### config.mk
export PLATFORM = sky130hd
export DESIGN_NAME = crc24_attach
export DESIGN_NICKNAME = d
export VERILOG_FILES = /design/src/rtl/ilv_pkg.sv /design/src/rtl/crc24_lfsr.sv /design/src/rtl/crc24_attach.sv
export SDC_FILE = /design/constraint.sdc
export NUM_CORES = 1
export LEC_CHECK = 0
export BUFFER_PORTS_ARGS = -buffer_cell sky130_fd_sc_hd__clkbuf_2
export CAP_MARGIN = 20
export CORE_ASPECT_RATIO = 0.7
export CORE_UTILIZATION = 54
export CTS_CLUSTER_DIAMETER = 80
export DETAILED_ROUTE_END_ITERATION = 10
export PLACE_DENSITY = 0.85
export SETUP_SLACK_MARGIN = 0.1
export SYNTH_ARGS = -nofsm -noshare
export SYNTH_HDL_FRONTEND = slang
export SYNTH_SLANG_ARGS = --single-unit
### constraint.sdc
create_clock -name clk -period 2.95 [get_ports clk]
set_input_delay 0.295 -clock clk [delete_from_list [all_inputs] [get_ports clk]]
set_output_delay 0.295 -clock clk [all_outputs]
set_load 0.005 [all_outputs]
### src/rtl/ilv_pkg.sv
// Shared constants, FSM state type and CRC-24 step function for the interleaver front end.
package ilv_pkg;

  localparam int          K_SMALL  = 1056;
  localparam int          K_LARGE  = 6144;
  localparam int          CRC_LEN  = 24;
  localparam logic [23:0] POLY_24A = 24'h864CFB;
  localparam logic [23:0] POLY_24B = 24'h800063;

  typedef enum logic [1:0] {
    ST_IDLE,
    ST_PAYLOAD,
    ST_PARITY,
    ST_GAP
  } state_t;

  typedef logic [12:0] count_t;

  // One MSB-first serial step of the CRC register.
  function automatic logic [23:0] crc_step(input logic [23:0] crc,
                                           input logic        d,
                                           input logic [23:0] poly);
    return {crc[22:0], 1'b0} ^ ((crc[23] ^ d) ? poly : 24'h0);
  endfunction

endpackage

### src/rtl/crc24_lfsr.sv
// Serial CRC-24 register: clear-and-fold on the first bit, fold while enabled,
// shift left to stream out the parity MSB-first.
module crc24_lfsr (
  input  logic clk,
  input  logic reset,
  input  logic i_clr,
  input  logic i_en,
  input  logic i_din,
  input  logic i_shift,
  input  logic i_poly_sel,
  output logic o_msb
);
  import ilv_pkg::*;

  logic [23:0] r_crc;
  logic [23:0] w_base;
  logic [23:0] w_poly;

  assign w_base = i_clr ? 24'h0 : r_crc;
  assign w_poly = i_poly_sel ? POLY_24B : POLY_24A;

  always_ff @(posedge clk or posedge reset) begin
    if (reset) begin
      r_crc <= 24'h0;
    end else if (i_en) begin
      r_crc <= crc_step(w_base, i_din, w_poly);
    end else if (i_shift) begin
      r_crc <= {r_crc[22:0], 1'b0};
    end
  end

  assign o_msb = r_crc[23];

endmodule

### src/rtl/crc24_attach.sv
// Appends LTE CRC-24 parity to a serial payload and emits a gap-free K-bit frame.
// Optional macro CRC24B_SEL_EN adds a crc_sel input that selects CRC-24B per block.
module crc24_attach #(
  parameter int K_SMALL = ilv_pkg::K_SMALL,
  parameter int K_LARGE = ilv_pkg::K_LARGE
) (
  input  logic clk,
  input  logic reset,
  input  logic in_valid,
  input  logic in_data,
  input  logic in_sop,
  input  logic blk_sel,
`ifdef CRC24B_SEL_EN
  input  logic crc_sel,
`endif
  output logic in_ready,
  input  logic dn_ready,
  output logic block_size,
  output logic CRC_start,
  output logic CRC_data,
  output logic CRC_END,
  output logic busy,
  output logic underrun_err
);
  import ilv_pkg::state_t;
  import ilv_pkg::count_t;
  import ilv_pkg::CRC_LEN;
  import ilv_pkg::ST_IDLE;
  import ilv_pkg::ST_PAYLOAD;
  import ilv_pkg::ST_PARITY;
  import ilv_pkg::ST_GAP;

  localparam count_t P_SMALL = count_t'(K_SMALL - CRC_LEN);
  localparam count_t P_LARGE = count_t'(K_LARGE - CRC_LEN);
  localparam count_t F_SMALL = count_t'(K_SMALL);
  localparam count_t F_LARGE = count_t'(K_LARGE);

  state_t r_state, w_state_nxt;
  count_t r_count, w_count_inc, w_pay_len, w_frame_len;
  logic   r_blk, r_data, r_start, r_end, r_busy, r_err;
  logic   w_accept, w_pay_bit, w_end, w_lfsr_clr, w_lfsr_en, w_lfsr_shift;
  logic   w_crc_msb, w_poly_sel, w_in_ready;

  assign w_count_inc = r_count + count_t'(1);
  assign w_pay_len   = r_blk ? P_LARGE : P_SMALL;
  assign w_frame_len = r_blk ? F_LARGE : F_SMALL;
  // Missing input beats become filler zeros so the frame never stalls.
  assign w_pay_bit   = in_valid & in_data;

  always_ff @(posedge clk or posedge reset) begin
    if (reset) r_state <= ST_IDLE;
    else       r_state <= w_state_nxt;
  end

  always_comb begin
    w_state_nxt  = r_state;
    w_in_ready   = 1'b0;
    w_accept     = 1'b0;
    w_end        = 1'b0;
    w_lfsr_clr   = 1'b0;
    w_lfsr_en    = 1'b0;
    w_lfsr_shift = 1'b0;
    case (r_state)
      ST_IDLE: begin
        w_in_ready = dn_ready;
        if (in_valid && in_sop && dn_ready) begin
          w_accept    = 1'b1;
          w_lfsr_clr  = 1'b1;
          w_lfsr_en   = 1'b1;
          w_state_nxt = ST_PAYLOAD;
        end
      end
      ST_PAYLOAD: begin
        w_in_ready = 1'b1;
        w_lfsr_en  = 1'b1;
        if (w_count_inc == w_pay_len) w_state_nxt = ST_PARITY;
      end
      ST_PARITY: begin
        w_lfsr_shift = 1'b1;
        if (w_count_inc == w_frame_len) begin
          w_end       = 1'b1;
          w_state_nxt = ST_GAP;
        end
      end
      ST_GAP:  w_state_nxt = ST_IDLE;
      default: w_state_nxt = ST_IDLE;
    endcase
  end

  always_ff @(posedge clk or posedge reset) begin
    if (reset) begin
      r_count <= '0;
      r_data  <= 1'b0;
      r_start <= 1'b0;
      r_end   <= 1'b0;
      r_blk   <= 1'b0;
      r_busy  <= 1'b0;
      r_err   <= 1'b0;
    end else begin
      r_start <= w_accept;
      r_end   <= w_end;
      r_data  <= 1'b0;
      case (r_state)
        ST_IDLE: begin
          if (w_accept) begin
            r_data  <= w_pay_bit;
            r_count <= count_t'(1);
            r_blk   <= blk_sel;
            r_busy  <= 1'b1;
            r_err   <= 1'b0;
          end
        end
        ST_PAYLOAD: begin
          r_data  <= w_pay_bit;
          r_count <= w_count_inc;
          if (!in_valid) r_err <= 1'b1;
        end
        ST_PARITY: begin
          r_data  <= w_crc_msb;
          r_count <= w_count_inc;
        end
        ST_GAP: begin
          r_count <= '0;
          r_busy  <= 1'b0;
        end
        default: ;
      endcase
    end
  end

`ifdef CRC24B_SEL_EN
  logic r_poly_sel;
  always_ff @(posedge clk or posedge reset) begin
    if (reset)         r_poly_sel <= 1'b0;
    else if (w_accept) r_poly_sel <= crc_sel;
  end
  // The SOP bit is folded before the selection is registered.
  assign w_poly_sel = w_accept ? crc_sel : r_poly_sel;
`else
  assign w_poly_sel = 1'b0;
`endif

  crc24_lfsr u_lfsr (
    .clk        (clk),
    .reset      (reset),
    .i_clr      (w_lfsr_clr),
    .i_en       (w_lfsr_en),
    .i_din      (w_pay_bit),
    .i_shift    (w_lfsr_shift),
    .i_poly_sel (w_poly_sel),
    .o_msb      (w_crc_msb)
  );

  assign in_ready     = w_in_ready;
  assign block_size   = r_blk;
  assign CRC_start    = r_start;
  assign CRC_data     = r_data;
  assign CRC_END      = r_end;
  assign busy         = r_busy;
  assign underrun_err = r_err;

endmodule

==> results of run 1 <==
==> synth_stat cells, drive strengths merged <==
library cell  number  area share [%]
a2111oi            1             1.2
a22o               1            0.38
nand2             72              12
buf                3            0.59
mux2i              2            0.86
o22ai              1            0.27
mux2               2             1.1
nand3b             1            0.32
nand4b             2            0.76
dfrtp             45              49
o21ai             36             7.8
or4b               1            0.59
nor3               5             1.3
a21o               1            0.32
nand4              3             1.5
ha                 5             2.7
a211oi             1            0.32
and2               3            0.81
nand3              6             1.5
o32a               1            0.43
inv                9             1.5
o221a              1            0.86
a21oi              3            0.65
a31oi              1            0.27
xor2               2            0.76
or4                2            0.65
nor2               8             1.3
clkbuf             9             1.5
nor2b              1            0.27
xnor2             20             7.6
or4bb              1            0.49
o31ai              4             1.3
==> per-layer routing <==
| metal | vias up | share of wire, % | global-route usage (%) |
|---|---|---|---|
| met3 | 7 | 6.1 | 4.88 |
| li1 | 890 | - | - |
| met2 | 54 | 44 | 34.6 |
| met1 | 879 | 48 | 31.0 |
| met4 | 0 | 1.5 | 8.42 |
| met5 | - | 0 | 0 |
==> final cells by class <==
cell class | instances | area [um2]
tap | 52 | 65.1
sequential | 45 | 1130
inverter | 9 | 33.8
multi-input combinational | 187 | 1130
fill | 287 | 1370
clock buffer | 6 | 72.6
clock inverter | 2 | 38.8
timing repair buffer | 27 | 173
==> cell usage in the layout, fill, tap and decap left out, types with 2 or more instances in the layout <==
| cell | n |
|---|---|
| nand2_1 | 72 |
| dfrtp_1 | 42 |
| o21ai_0 | 36 |
| xnor2_1 | 20 |
| clkbuf_2 | 13 |
| buf_4 | 13 |
| nor2_1 | 8 |
| inv_1 | 8 |
| nand3_1 | 5 |
| clkbuf_8 | 5 |
| o31ai_1 | 4 |
| ha_1 | 4 |
| a21oi_1 | 3 |
| nor3_2 | 3 |
| dfrtp_2 | 3 |
| nand4_1 | 2 |
| nand4b_1 | 2 |
| xor2_1 | 2 |
| nor3_1 | 2 |
| mux2i_1 | 2 |
| and2_1 | 2 |
==> per-stage QoR <==
step           std cells  setup slack [ns]  area, um2  util [%]  total power, mW
2_1_floorplan        253             0.192       2320         -             1.59
3_3_place_gp         316             0.197       2480      61.7             1.78
3_5_place_dp         316            0.0649       2480      61.7             1.83
4_1_cts              325             0.169       2610      64.9             2.30
5_1_grt              328            0.0868       2640      65.8             2.49
6_report             328             0.188       2640      65.8             2.32
==> sequential cells by signal (all words and copies together), names as in the netlist <==
register / cells
CRC_data: 1
CRC_END: 1
r_state: 2
CRC_start: 1
u_lfsr.r_crc: 24
r_count: 13
busy: 1
underrun_err: 1
block_size: 1
==> worst paths after layout <==
kind	from	endpoint	depth (start not counted)
min in group asynchronous	reset	CRC_start$_DFF_PP0_	3
hold / removal	blk_sel	block_size$_DFFE_PP0P_	3
setup / recovery	r_count[10]$_DFFE_PP0P_	r_state[1]$_DFFE_PP0P_	7
hold reg to reg	u_lfsr.r_crc[0]$_DFFE_PP0P_	u_lfsr.r_crc[0]$_DFFE_PP0P_	2
setup reg to reg	r_count[10]$_DFFE_PP0P_	r_state[1]$_DFFE_PP0P_	7
max in group asynchronous	reset	r_count[7]$_DFFE_PP0P_	4
==> timing repair <==
| item | CTS | global route |
|---|---|---|
| pin swaps | 0 | 3 |
| resized for setup | 1 | 6 |
| hold buffers | 1 | 0 |
| hold endpoints to repair | 18 | 0 |
| endpoints found under the setup margin | 1 | 1 |
| setup buffers | 0 | 3 |
==> worst min-delay path: cells and delay by family <==
kind          cells  cell delay (ns)
buf+inv           1             0.09
simple gates      2             0.09
==> cells by family after synthesis <==
family	after synthesis	synth area share, %
buf+inv	21	3.51
fa+ha+maj	5	2.70
xor+xnor	22	8.32
simple gates	105	21.1
compound gates	51	13.8
flops	45	48.6
mux	4	2.00
==> power by group through the flow <==
stage	combinational, mW	sequential, mW	clock [mW]
6_report	0.950	0.898	0.467
4_1_cts	0.921	0.901	0.475
3_5_place_dp	0.915	0.913	0
2_1_floorplan	0.712	0.882	0
5_1_grt	1.07	0.916	0.498
3_3_place_gp	0.885	0.899	0
==> qor.txt, run 1 <==
Status = completed
Mean number of vias per cell = 5.58
Core ar. = 4020 um2
Critical path buffer and inverter count = 0
Fin Setup TNS = 0 ns
Worst slew margin = 57.9%
Syn_nets = 265
Routed WL per cell = 14.0 um
Area grow syn2layout = 14.1%
Overall routed net length = 4600 um
CTS tree = done
Initial antenna violation count = 0
Int Pwr = 1.42 mW
H-tree depth = 2
First-pass GRT wire length = 7690 um
Post-synthesis sequential area ratio = 48.6%
Worst Path Arrival = 2.95 ns
I/O Buffers = 13
Critical Path, Cell by Cell = nand4_1 > or4_4 > mux2i_1 > or4bb_1 > a211oi_2 > o221a_4 > mux2_4
CP delay by family, top = simple AND/OR/NAND/NOR gates
Fmax = 0.362 GHz
Vias in the first global route = 1,674
GRT Total Usage = 22.4%
R2R setup slack = 0.19 ns
Clock buffer depth = 2
Required @ worst endpoint = 3.14 ns
Die height = 56.8 um
Die W = 80.3 um
DRC viols = 0
Max-cap violations = 0
Slew @ Worst Pin = 0.628 ns
Mapped Area = 2320 um2
Power density over the cells = 876 nW/um2
Critical path's slowest cell = or4_4
First-pass DRT Iterations = 4
Vias = 1,830
Worst vdd ir = 0.000563 V
Delay of the slowest critical-path stage = 0.56 ns
Hold slack = 0.197 ns
DRT iter0 DRCs = 189
Yosys cell types = 38
TritonCTS buffer count = 5
Final cycle utilization of the critical path = 93.6%
Post-route minimum period = 2.76 ns
CP Capture Type = register
RSZ-0062 raised after global routing = false
Seq pwr share = 38.8%
Detail Placement HPWL = 3180 um
Nets = 287
Worst Hold Class = primary input to register
N_diodes = 0
Initial Util = 57.7%
Final Max Slew Viols = 0
Post-synthesis instance total = 253
Reg clk slew, reported paths = 0.09 ns
CP Launch Type = register
Synthesized area per cell = 9.16 um2
IO Count = 14
Combinational share of power = 41.0%
Largest fanout on the critical path = 3
Fin. Hold Viols = 0
Antenna Nets Post-Route = 0
Crit Path Class = register to register
Setup violations, final = 0
Ys Warns = 0
Fraction of layout cells with a size suffix above 1 = 17.8%
Worst-Skew Late Latency = 0.30 ns
Leakage = 1.18 nW
Die Area = 4560 um2
Clk pwr share = 20.2%
Largest net degree at the start of global routing = 48
TritonCTS Sinks = 45
Core Rows = 19
Clock Skews = 0.0141 ns
CTS root buffer = clkbuf_8
RD Place Congestion = 0.882
Psw = 891 uW
Grt ovf = 0
Net Sw Frac = 38.5%
Register bit total from synthesis = 45
(Power assumes the default switching activity.)
==> run 2: changes to the inputs <==
==> constraint.sdc (replaced) <==
create_clock -name clk -period 2.95 [get_ports clk]
set_input_delay 0.1475 -clock clk [delete_from_list [all_inputs] [get_ports clk]]
set_output_delay 0.1475 -clock clk [all_outputs]
set_load 0.005 [all_outputs]
==> run 2 against run 1 <==
Effect of this change:
- non-clock buffer count fell by 1
- final area down 0.43%
- die area unchanged
- global-route usage rose by 0.38 points
- largest cell class is now registers
- largest power group unchanged
==> qor.txt, run 2 (synthesis results as in run 1) <==
Fill cell total of the finished layout = 295 (+2.8%)
Nets = 286 (-0.35%)
Vias in the first global route = 1,641 (-2.0%)
Most flop-heavy register = u_lfsr.r_crc
Antenna Nets Post-Route = 0 (unchanged)
Pre-CTS setup slack = 0.0928 ns (+0.0279 ns)
DRC viols = 0 (unchanged)
Largest net degree at the start of global routing = 48 (unchanged)
Final cycle utilization of the critical path = 93.4% (-0.26 points)
Slew @ Worst Pin = 0.498 ns (-0.129 ns)
Cell area after layout = 2630 um2 (-0.43%)
Die height = 56.8 um (unchanged)
Biggest regs = u_lfsr.r_crc x24, r_count x13, r_state x2
Worst hold start = blk_sel
First-pass DRT Iterations = 4 (unchanged)
Largest fanout on the critical path = 5 (+2)
Reg clk slew, reported paths = 0.09 ns (about the same)
Routed WL per cell = 14.0 um (-0.20%)
CTS tree = done
Flip-flop count of the largest register after layout = 24 (unchanged)
Detail Placement HPWL = 3150 um (-0.97%)
Most frequent cells in the layout = 72 x nand2_1, 44 x dfrtp_1, 36 x o21ai_0, 20 x xnor2_1, 13 x clkbuf_2
DRT iter0 DRCs = 145 (-23%)
I/O Buffers = 13 (unchanged)
Vias = 1,758 (-3.9%)
Overall routed net length = 4580 um (-0.50%)
Met1 WL = 2360 um (+6.9%)
Fraction of layout cells with a size suffix above 1 = 16.7% (-1.0 points)
Worst-Skew Late Latency = 0.30 ns (about the same)
CP startpoint = r_count[1]$_DFFE_PP0P_
R2R setup slack = 0.20 ns (about the same)
Commonest non-fill, non-tap cell in the layout = nand2_1
Worst slew margin = 66.5% (+8.6 points)
Final Non-Filler Cells = 327 (-0.30%)
GRT Total Usage = 22.8% (+0.38 points)
Worst Hold Class = primary input to register
Fin Setup TNS = 0 ns (unchanged)
Core Rows = 19 (unchanged)
First-pass GRT wire length = 7790 um (+1.3%)
CTS root buffer = clkbuf_8
Worst Path Arrival = 2.95 ns (about the same)
Fin. Hold Viols = 0 (unchanged)
Grt ovf = 0 (unchanged)
Setup violations, final = 0 (unchanged)
Post-route minimum period = 2.75 ns (-0.00755 ns)
Die Area = 4560 um2 (unchanged)
Critical path's slowest cell = or4bb_1
Die W = 80.3 um (unchanged)
IO Count = 14 (unchanged)
Final Max Slew Viols = 0 (unchanged)
Metal2 WL = 1950 um (-4.4%)
Hold slack = 0.0469 ns (-0.150 ns)
Delay of the slowest critical-path stage = 0.51 ns (-0.05 ns)
Max-cap violations = 0 (unchanged)
Mean number of vias per cell = 5.38 (-3.6%)
Required @ worst endpoint = 3.14 ns (about the same)
Final worst slack = 0.196 ns (+0.00755 ns)
Area grow syn2layout = 13.6%
Met3 WL post-DR = 187 um (-34%)
Core Util, Final = 65.5% (-0.28 points)
Initial antenna violation count = 0 (unchanged)
Dpl cell area = 2480 um2 (unchanged)
Pwr Total = 2.32 mW (+0.12%)
CP Launch Type = register
Worst vdd ir = 0.000547 V (-2.8%)
Core ar. = 4020 um2 (unchanged)
Initial Util = 57.7% (unchanged)
Status = completed
Clock Skews = 0.00781 ns (-0.00631 ns)
Power density over the cells = 880 nW/um2 (+0.55%)
Crit Path Class = register to register
Fmax = 0.363 GHz (+0.27%)
RD Place Congestion = 0.876 (-0.66%)
RSZ-0062 raised after global routing = false
Reg2reg start = r_count[1]$_DFFE_PP0P_
Leakage = 1.18 nW (-0.24%)
TritonCTS Sinks = 45 (unchanged)
H-tree depth = 2 (unchanged)
CP Capture Type = register
Uppermost metal layer occupied by signal nets = met4
Clock buffer depth = 2 (unchanged)
N_diodes = 0 (unchanged)
TritonCTS buffer count = 5 (unchanged)
DP Cell Count = 316 (unchanged)
Critical Path, Cell by Cell = ha_2 > nand2_1 > or4_4 > mux2i_1 > or4bb_1 > a211oi_2 > o221a_4 > mux2_4
==> run 2: path summary, 6_finish.rpt <==
path / end / depth (start not counted)
min reg2reg: u_lfsr.r_crc[10]$_DFFE_PP0P_ / 2
max in group asynchronous: r_count[4]$_DFFE_PP0P_ / 4
min in group asynchronous: u_lfsr.r_crc[12]$_DFFE_PP0P_ / 3
min: block_size$_DFFE_PP0P_ / 3
max reg2reg: r_state[1]$_DFFE_PP0P_ / 8
max: r_state[1]$_DFFE_PP0P_ / 8
==> run 2: layout make-up <==
class                           instances  area (um2)  area share (%)
Sequential cell                        45        1130            42.8
Multi-Input combinational cell        187        1130            42.8
Timing Repair Buffer                   26         165            6.27
Clock buffer                            5        68.8            2.61
Tap cell                               52        65.1            2.47
Clock inverter                          3        46.3            1.76
Inverter                                9        33.8            1.28
==> run 2: worst max-delay path: cells and delay by family (launching register included) <==
kind,cells,cell delay (ns)
AO/OA/AOI/OAI,2,0.52
adder cells (fa/ha/maj),1,0.24
flip-flops,1,0.40
multiplexers,2,0.45
AND/OR/NAND/NOR,3,1.03
==> run 2: timing repair <==
| item | 4_1_cts | 5_1_grt |
|---|---|---|
| buffers inserted | 0 | 2 |
| setup endpoints to repair | 1 | 1 |
| hold buffers | 1 | 0 |
| endpoints found under the hold margin | 13 | 0 |
| gates resized for setup | 1 | 3 |
| pin swaps | 0 | 1 |
==> run 2: metal layers <==
| metal | GRT usage, % | vias up |
|---|---|---|
| li1 | - | 884 |
| met1 | 33.8 | 826 |
| met2 | 32.8 | 41 |
| met3 | 3.90 | 7 |
| met4 | 9.44 | 0 |
| met5 | 0 | - |
==> run 2: report_power, final <==
part / internal, mW / switching, mW / leakage [nW]
logic: 0.380 / 0.563 / 0.529
registers: 0.782 / 0.119 / 0.597
clock network: 0.254 / 0.221 / 0.0543
